File: src/rtl/minmax_frame_tracker.sv
// Frame statistics tracker: groups N unsigned samples per frame and reports
// max/min (first-occurrence indices) and a non-decreasing flag, held until accepted.
module minmax_frame_tracker #(
  parameter int W = 4,
  parameter int N = 8
) (
  input  logic                  clk,
  input  logic                  rst,
  input  logic                  in_valid,
  output logic                  in_ready,
  input  logic [W-1:0]          in_data,
  output logic                  out_valid,
  input  logic                  out_ready,
  output logic [W-1:0]          out_max,
  output logic [W-1:0]          out_min,
  output logic [$clog2(N)-1:0]  out_max_idx,
  output logic [$clog2(N)-1:0]  out_min_idx,
  output logic                  out_mono
);

  localparam int IW = $clog2(N);

  typedef enum logic [0:0] {
    COLLECT = 1'b0,
    HOLD    = 1'b1
  } state_e;

  state_e          state_r;
  logic [IW-1:0]   cnt_r;
  logic [W-1:0]    run_max_r, run_min_r, prev_r;
  logic [IW-1:0]   max_idx_r, min_idx_r;
  logic            mono_r;
  logic            in_ready_r, out_valid_r;
  logic [W-1:0]    out_max_r, out_min_r;
  logic [IW-1:0]   out_max_idx_r, out_min_idx_r;
  logic            out_mono_r;

  logic [W-1:0]    nxt_max_s, nxt_min_s;
  logic [IW-1:0]   nxt_max_idx_s, nxt_min_idx_s;
  logic            nxt_mono_s;
  logic            accept_s;
  logic            last_s;

  assign accept_s = in_valid & in_ready_r;
  assign last_s   = (cnt_r == IW'(N - 1));

  // Running statistics including the sample offered this cycle.
  always_comb begin
    nxt_max_s     = run_max_r;
    nxt_min_s     = run_min_r;
    nxt_max_idx_s = max_idx_r;
    nxt_min_idx_s = min_idx_r;
    nxt_mono_s    = mono_r;
    if (cnt_r == IW'(0)) begin
      nxt_max_s     = in_data;
      nxt_min_s     = in_data;
      nxt_max_idx_s = IW'(0);
      nxt_min_idx_s = IW'(0);
      nxt_mono_s    = 1'b1;
    end else begin
      // Strict compares so ties keep the earlier index.
      if (in_data > run_max_r) begin
        nxt_max_s     = in_data;
        nxt_max_idx_s = cnt_r;
      end else begin
        nxt_max_s     = run_max_r;
        nxt_max_idx_s = max_idx_r;
      end
      if (in_data < run_min_r) begin
        nxt_min_s     = in_data;
        nxt_min_idx_s = cnt_r;
      end else begin
        nxt_min_s     = run_min_r;
        nxt_min_idx_s = min_idx_r;
      end
      if (in_data < prev_r) begin
        nxt_mono_s = 1'b0;
      end else begin
        nxt_mono_s = mono_r;
      end
    end
  end

  // Collect/hold FSM with registered handshake and result outputs.
  always_ff @(posedge clk) begin
    if (rst) begin
      state_r       <= COLLECT;
      cnt_r         <= IW'(0);
      run_max_r     <= W'(0);
      run_min_r     <= W'(0);
      prev_r        <= W'(0);
      max_idx_r     <= IW'(0);
      min_idx_r     <= IW'(0);
      mono_r        <= 1'b0;
      in_ready_r    <= 1'b1;
      out_valid_r   <= 1'b0;
      out_max_r     <= W'(0);
      out_min_r     <= W'(0);
      out_max_idx_r <= IW'(0);
      out_min_idx_r <= IW'(0);
      out_mono_r    <= 1'b0;
    end else begin
      case (state_r)
        COLLECT: begin
          if (accept_s) begin
            run_max_r <= nxt_max_s;
            run_min_r <= nxt_min_s;
            max_idx_r <= nxt_max_idx_s;
            min_idx_r <= nxt_min_idx_s;
            mono_r    <= nxt_mono_s;
            prev_r    <= in_data;
            if (last_s) begin
              cnt_r         <= IW'(0);
              state_r       <= HOLD;
              in_ready_r    <= 1'b0;
              out_valid_r   <= 1'b1;
              out_max_r     <= nxt_max_s;
              out_min_r     <= nxt_min_s;
              out_max_idx_r <= nxt_max_idx_s;
              out_min_idx_r <= nxt_min_idx_s;
              out_mono_r    <= nxt_mono_s;
            end else begin
              cnt_r <= cnt_r + IW'(1);
            end
          end
        end
        HOLD: begin
          if (out_ready) begin
            state_r     <= COLLECT;
            in_ready_r  <= 1'b1;
            out_valid_r <= 1'b0;
          end
        end
        default: begin
          state_r     <= COLLECT;
          cnt_r       <= IW'(0);
          in_ready_r  <= 1'b1;
          out_valid_r <= 1'b0;
        end
      endcase
    end
  end

  assign in_ready    = in_ready_r;
  assign out_valid   = out_valid_r;
  assign out_max     = out_max_r;
  assign out_min     = out_min_r;
  assign out_max_idx = out_max_idx_r;
  assign out_min_idx = out_min_idx_r;
  assign out_mono    = out_mono_r;

endmodule

File: config.mk
export PLATFORM = sky130hd
export DESIGN_NAME = minmax_frame_tracker
export DESIGN_NICKNAME = d
export VERILOG_FILES = /design/src/rtl/minmax_frame_tracker.sv
export SDC_FILE = /design/constraint.sdc
export NUM_CORES = 1
export LEC_CHECK = 0
export CAP_MARGIN = 20
export CORE_MARGIN = 1.5
export CORE_UTILIZATION = 50
export CTS_BUF_LIST = sky130_fd_sc_hd__clkbuf_4 sky130_fd_sc_hd__clkbuf_8
export DETAILED_ROUTE_END_ITERATION = 8
export PLACE_DENSITY_LB_ADDON = 0.25
export SLEW_MARGIN = 20
export SYNTH_ARGS = -nofsm -noshare
export SYNTH_HDL_FRONTEND = slang
export SYNTH_SLANG_ARGS = --single-unit
File: constraint.sdc
create_clock -name clk -period 6 [get_ports clk]
set_input_delay 0.9 -clock clk [delete_from_list [all_inputs] [get_ports clk]]
set_output_delay 0.9 -clock clk [all_outputs]
set_load 0.01 [all_outputs]
## Word-level counts from Yosys, hierarchy flattened

Index checks and enable logic that the tools add are counted.

| storage, ports and cells | value |
|---|---|
| register bits | 40 |
| input bits | 8 |

| operators by class | value |
|---|---|
| $lt $le $gt $ge | 3 |
| add/sub/neg operators | 1 |
| equal/unequal tests | 4 |
| reduce and logical (&&, ||, !) cells | 4 |
| muxes and demuxes | 23 |
| bitwise logic cells | 2 |

Operators by type and width:

| kind | count |
|---|---|
| $mux W4 | 4 |
| $mux W3 | 5 |
| $mux W1 | 11 |
| $lt A4 B4 Y1 | 2 |
| $ne A2 B2 Y1 const B | 3 |
| $pmux W1 S2 | 3 |
| $reduce_and A3 Y1 | 2 |
| $gt A4 B4 Y1 | 1 |
| $add A3 B1 Y3 const B | 1 |
| $eq A3 B3 Y1 const B | 1 |
| $logic_not A3 Y1 | 1 |
| $reduce_and A2 Y1 | 1 |
| $and A1 B1 Y1 | 1 |
| $not A1 Y1 | 1 |

## Longest topological paths before layout

Gate-level depths: netlist of run 1.

| depth | value |
|---|---|
| depth after elaboration | 4 |
| gate-level depth with buffers | 8 |

## Least setup slack after synthesis of run 1

No wires, ideal clock.

| path | value |
|---|---|
| path type | input to register |
| from | input in_data[1] |
| to | register out_max_r[0] (netlist: out_max[0]) |
| setup time | 0.134 ns |
| path slack | 3.552 ns |
| buffers on the path | 1 |
| data arrival time | 2.315 ns |
| stages on the path | 7 |
| path through | ha_1 nor2b_1 or4_4 and2_1 clkbuf_1 o21ai_0 a311oi_1 |

| between the ends | value |
|---|---|
| word-level cells in the longest chain between the ends | 3 |

Ends and longest elaborated chain:

| element | line | text |
|---|---|---|
| start: declaration | 11 | `input logic [W-1:0] in_data,` |
| $gt A4 B4 Y1 | 62 | `if (in_data > run_max_r) begin` |
| $mux W4 | 62 |  |
| $mux W4 | 54 | `if (cnt_r == IW'(0)) begin` |
| end signal: assignment | 117 | `out_max_r <= nxt_max_s;` |
| end: declaration | 34 | `logic [W-1:0] out_max_r, out_min_r;` |

No other way between the ends.
A chain may end at the register's enable or synchronous reset.

## Worst setup path in the final report of run 1

| path | value |
|---|---|
| from | input in_data[1] |
| to | register out_max_r[2] (netlist: out_max[2]) |

The elaborated chain is that of the path after synthesis.

==> impl_metrics.toml, run 1 <==
[clocking]
post-cts-setup-buffers = 0
cts_max_level = 2
clk_latency_ps = 280
root_buffer = "clkbuf_8"
path_clk_slew_ps = 70
clock_path_buffers = 2
cts.sinks = 40
cts_buffers = 5
tritoncts = "yes"
postCtsHoldBufs = 0
cts_resized = 0

[run_status]
status = "finished clean"

[setup_path]
rr_worst_depth = 7
cp_slowest_cell = "clkdlybuf4s50_1"
required_ps = 6130
crit_family = "simple AND/OR/NAND/NOR gates"
path_buf_inv = 1
crit_chain = "clkdlybuf4s50_1 > ha_1 > nor2b_1 > or4_4 > and2_1 > o21ai_0 > a311oi_1"
worst_setup_path_end_kind = "flip-flop"
cpPeakStageDelay_ps = 660
regToRegSetupSlack_ps = 3740
r2r_start = "cnt_r[0]"
crit_arrival_ps = 3050
r2r-end = "run_max_r[1]"
worstSetupStartpointType = "input port"
path_class = "in2reg"
worstPathMaxFanout = 8

[synthesis]
synthDistinctLibCells = 38
synthFlopType = "dfxtp_1"
synth_compound_area_frac = 0.185
synth_top_family_by_area = "simple AND/OR/NAND/NOR gates"
synth_cells = 230
synth_xor_area_frac = 0.00436
synth_seq_cells = 40
async_reset_ff_frac = 0
syn_avg_cell_area_um2 = 8.74
synthAdderAreaFrac = 0.0809
seq_area_frac_synth = 0.398
synth-warning-count = 0
muxShareOfSynthArea = 0.0647
yosys.area_share.simple = 0.211
synth_area_mm2 = 0.00201
syn_nets = 251
synth-edff-count = 0

[floorplanning]
rows = 22
ios = 25
die_h_um = 66.4
start_util = 0.533
die_w_um = 66.4
core-area_mm2 = 0.00377
dieArea_mm2 = 0.00441

[timing]
hold_violations = 0
setup_tns_ps = 0
tightest_slew_ps = 724
max_slew_margin = 0.517
rsz0062_at_grt = "no"
setup_viol_count_final = 0
finClkSkew_ps = 6.39
fin_crit_sh = 0.486
period_minus_slack_ps = 2920
slew_viol_final = 0
fmax_ghz = 0.343
fin_ws_ps = 3080

[grt]
track_usage = 0.208
grt_overflow = 0
grt_pass1_wl_um = 6980
grt_pass1_vias = 1516
grt_max_degree = 39
antenna_found_initial = 0

[final_layout]
multi_input_area_mm2 = 0.00110
drive_gt1_frac = 0.0677
post-route-util = 0.623
area_delta_synth_final_pct = 16.9
nets = 272
final-seq-area_um2 = 801
nFillCells = 343
antenna_cells = 0

[routing]
first_iter_violations = 94
ant_nets = 0
wire_per_inst_um = 13.4
first_pass_iters = 4
postRouteWirelength_um = 4010
remaining_drc_errors = 0
vias_per_cell = 5.44
routed-via-count = 1626

[hold_path]
min_from = "out_max_idx[2]"
hold_path.class = "reg2reg"
worstHoldPathCells = 2
whs_endpoint = "out_max_idx[2]"

[power_and_ir_drop]
power_per_cell_area_mw_per_mm2 = 236
leakage_nw = 0.877
peakVddDrop_mv = 0.230

[placed_design]
dpl.hpwl_um = 2860
pre_cts_slack_ps = 2780
port_buffers = 24
gp_congestion = 0.794

[job]
max_cap_viol_count = 0
==> where the power goes <==
| part | internal, mW | switching, mW | total (mW) |
|---|---|---|---|
| combinational | 0.0416 | 0.0601 | 0.102 |
| sequential | 0.274 | 0.00771 | 0.282 |
| clock | 0.0836 | 0.0866 | 0.170 |
==> logic make-up (layout without fill, tap and decap cells) <==
family	count (synthesis)	count (layout)
and+or+nand+nor	83	83
AOI/OAI and AO/OA	53	53
DFF	40	40
buffers and inverters	27	48
adders and majority gates	13	13
muxes	13	13
xor gates and xnor gates	1	1
==> cells in the final DEF (no fill, tap or decap), types with 2 or more instances in the layout <==
cell type / instances
and2_1: 2
ha_1: 13
o21a_1: 3
nor3_1: 8
clkdlybuf4s50_1: 24
o31ai_1: 2
nand3b_1: 4
clkbuf_8: 5
inv_1: 15
buf_4: 2
o221ai_1: 2
nand2b_1: 4
nand2_1: 27
a311oi_1: 4
a21oi_1: 18
nor2b_1: 2
mux2i_1: 13
dfxtp_1: 40
a211oi_1: 6
o32ai_1: 2
nor2_1: 26
o21ai_0: 11
==> flip-flops by register name, indices dropped and copies added, names as in the netlist <==
name / flops
out_max: 4
out_min: 4
prev_r: 4
run_max_r: 4
run_min_r: 4
cnt_r: 3
max_idx_r: 3
min_idx_r: 3
out_max_idx: 3
out_min_idx: 3
in_ready: 1
mono_r: 1
out_mono: 1
out_valid: 1
state_r: 1
==> how the worst max path moves through the flow <==
stage / startpoint / to / slack, ps / depth (start not counted)
final: in_data[1] / out_max[2] / 3080 / 7
after global routing: in_valid / out_min_idx[1] / 2890 / 6
after CTS: in_valid / out_max_idx[1] / 3090 / 6
after global placement: in_data[1] / out_max[2] / 2820 / 7
after detailed placement: in_data[1] / out_max[2] / 2780 / 7
after floorplan: in_data[1] / out_max[0] / 3550 / 7
==> through the flow <==
step                hold WS (ps)  std cells  cell area (µm²)  power [mW]
finish                       460        299             2350       0.554
global route                 491        299             2350       0.586
CTS                          456        299             2350       0.560
detailed placement           441        292             2270       0.390
global placement             435        292             2270       0.387
floorplan                    436        230             2010       0.365
==> final cells by class <==
class | count | share of cell area
sequential | 40 | 0.341
multi-input combinational | 163 | 0.467
timing repair buffer | 26 | 0.109
clock buffer | 6 | 0.0325
clock inverter | 1 | 0.00213
tap | 48 | 0.0255
inverter | 15 | 0.0239
==> worst register-to-register path, cell delays in order (launching register included) <==
cell and delay [ps]:
dfxtp_1 390, inv_1 90, ha_1 180, nor2b_1 500, nor2_1 140, nor4_4 540, mux2i_1 240, nor2_1 60
==> metal layers <==
metal  global-route usage  routed length, µm  vias up
met1                0.280               1940      740
met3               0.0511                230        4
met5                    0                  0        -
li1                     -                  -      846
met4               0.0536                 32        0
met2                0.330               1800       36
==> synth_stat cells (2+ instances only) <==
| master | count | share of area |
|---|---|---|
| dfxtp_1 | 40 | 0.40 |
| o31ai_1 | 2 | 0.0075 |
| nand2_1 | 27 | 0.050 |
| and2_1 | 2 | 0.0062 |
| clkbuf_1 | 8 | 0.015 |
| nor2b_1 | 2 | 0.0062 |
| buf_2 | 3 | 0.0075 |
| o32ai_1 | 2 | 0.0087 |
| o21a_1 | 3 | 0.011 |
| a311oi_1 | 4 | 0.017 |
| mux2i_1 | 13 | 0.065 |
| nand3b_1 | 4 | 0.015 |
| nor3_1 | 8 | 0.020 |
| a211oi_1 | 6 | 0.022 |
| nor2_1 | 26 | 0.049 |
| o21ai_0 | 11 | 0.027 |
| ha_1 | 13 | 0.081 |
| o221ai_1 | 2 | 0.0087 |
| a21oi_1 | 18 | 0.045 |
| nand2b_1 | 4 | 0.012 |
| inv_1 | 15 | 0.028 |
Power figures use the tool's default switching activity.
==> run 2: changes to the inputs <==
- clock period: 6 -> 2.67 ns (I/O delays scaled with it)
==> run 2 against run 1 <==
Net effect:
- sequential share of layout area fell by 1.3 points
- register-to-register slack got worse by 3100 ps
- die area did not move
- flip-flop and latch count did not move
- final cell count rose by 3.7%
- wire length rose by 2.2%
- clock skew fell by 3.7 ps
- non-clock buffer count rose by 10
- core utilization rose by 2.4 points
- total power rose by 140%
- via count rose by 4.0%
- count of clock-buffer cells in the layout rose by 2
- largest power group unchanged
- highest routed layer unchanged
==> impl_metrics.toml, run 2 (synthesis gave the netlist of run 1 again) <==
[timing]
period_minus_slack_ps = 2220
max_slew_margin = 0.681
fin_crit_sh = 0.830
setup_viol_count_final = 0
fmax_ghz = 0.451
setup_tns_ps = 0
tightest_slew_ps = 479
slew_viol_final = 0
hold_violations = 0
finClkSkew_ps = 2.70
rsz0062_at_grt = "no"

[placed_design]
dpl.hpwl_um = 3130
gp_congestion = 0.863
port_buffers = 24

[clocking]
clock_path_buffers = 2
path_clk_slew_ps = 70
root_buffer = "clkbuf_8"
cts_resized = 0
cts.sinks = 40
postCtsHoldBufs = 0
cts_buffers = 5
clk_latency_ps = 290
post-cts-setup-buffers = 0
tritoncts = "yes"
cts_max_level = 2

[grt]
track_usage = 0.204
grt_max_degree = 23
grt_pass1_vias = 1579
grt_overflow = 0
antenna_found_initial = 0
grt_pass1_wl_um = 6880

[floorplanning]
die_w_um = 66.4
core-area_mm2 = 0.00377
rows = 22
ios = 25
die_h_um = 66.4
start_util = 0.533
dieArea_mm2 = 0.00441

[final_layout]
final-seq-area_um2 = 801
multi_input_area_mm2 = 0.00110
area_delta_synth_final_pct = 21.5
mostFrequentLayoutCell = "dfxtp_1"
layout_common_cells = "dfxtp_1, nand2_1, nor2_1, clkdlybuf4s50_1, a21oi_1"
drive_gt1_frac = 0.107
nets = 282
antenna_cells = 0
nFillCells = 323
post-route-util = 0.648

[power_and_ir_drop]
power_per_cell_area_mw_per_mm2 = 534
peakVddDrop_mv = 0.397
comb_power_share = 0.185
clkPwrFrac = 0.328
leakage_nw = 0.934
p_sw_frac = 0.269
seqPwrFrac = 0.487
p_int_mw = 0.953
power.net_switching_mw = 0.350

[setup_path]
cpPeakStageDelay_ps = 490
path_buf_inv = 1
crit_arrival_ps = 2380
worstSetupStartpointType = "input port"
cp_slowest_cell = "clkdlybuf4s50_1"
path_class = "in2reg"
required_ps = 2830
crit_family = "simple AND/OR/NAND/NOR gates"
crit_chain = "clkdlybuf4s50_1 > ha_1 > nor2b_1 > or4_4 > and2_1 > o21ai_0 > a311oi_1"
worstPathMaxFanout = 8
worst_setup_path_end_kind = "flip-flop"

[routing]
postRouteWirelength_um = 4100
vias_per_cell = 5.45
first_pass_iters = 4
first_iter_violations = 58
wire_per_inst_um = 13.2
ant_nets = 0
routed-via-count = 1691
remaining_drc_errors = 0

[hold_path]
hold_path.class = "reg2reg"

[job]
max_cap_viol_count = 0

[run_status]
status = "finished clean"
## run 2: changes by cell type in the layout (fill, tap and decap cells not counted), sizes merged
cell    previous run  this run
buf                2        12
clkbuf             6         8
clkinv             1         0
## run 2: final cells by class
| type | instances | area share |
|---|---|---|
| Tap cell | 48 | 0.0246 |
| Timing Repair Buffer | 36 | 0.135 |
| Inverter | 15 | 0.0231 |
| Multi-Input combinational cell | 163 | 0.449 |
| Sequential cell | 40 | 0.328 |
| Clock buffer | 8 | 0.0400 |
## run 2: worst min-delay path: stages, from the launching register on
cell	delay, ps
dfxtp_1	310
nand2_1	50
nand2_1	40
## run 2: metrics by stage
stage	cells	power (mW)	setup WS [ps]	hold slack, ps	cell area, µm²
6_report	310	1.30	453	446	2440
5_1_grt	310	1.37	358	471	2440
4_1_cts	310	1.31	448	452	2440
3_5_place_dp	302	0.890	147	440	2340
3_3_place_gp	302	0.884	200	431	2340
2_1_floorplan	230	0.821	721	436	2010
## run 2: power groups by stage
stage,Combinational (mW),Clock [mW],Sequential [mW]
6_report,0.241,0.427,0.635
5_1_grt,0.268,0.469,0.636
3_5_place_dp,0.241,0,0.649
2_1_floorplan,0.178,0,0.643
4_1_cts,0.243,0.438,0.634
3_3_place_gp,0.237,0,0.647
## run 2: worst paths after layout
| check | from | end | slack (ps) | cells after the start |
|---|---|---|---|---|
| max | in_data[1] | out_max[3] | 450 | 7 |
| min | out_min_idx[2] | out_min_idx[2] | 450 | 2 |
| max reg2reg | cnt_r[0] | run_max_r[0] | 610 | 9 |
| min reg2reg | out_min_idx[2] | out_min_idx[2] | 450 | 2 |
## run 2: routing by layer
layer  global-route usage  up-vias  part of all wire
met5                    0        -                 0
met4               0.0612        0            0.0076
met3               0.0511        5             0.034
met2                0.335       26              0.46
met1                0.263      794              0.50
li1                     -      866                 -
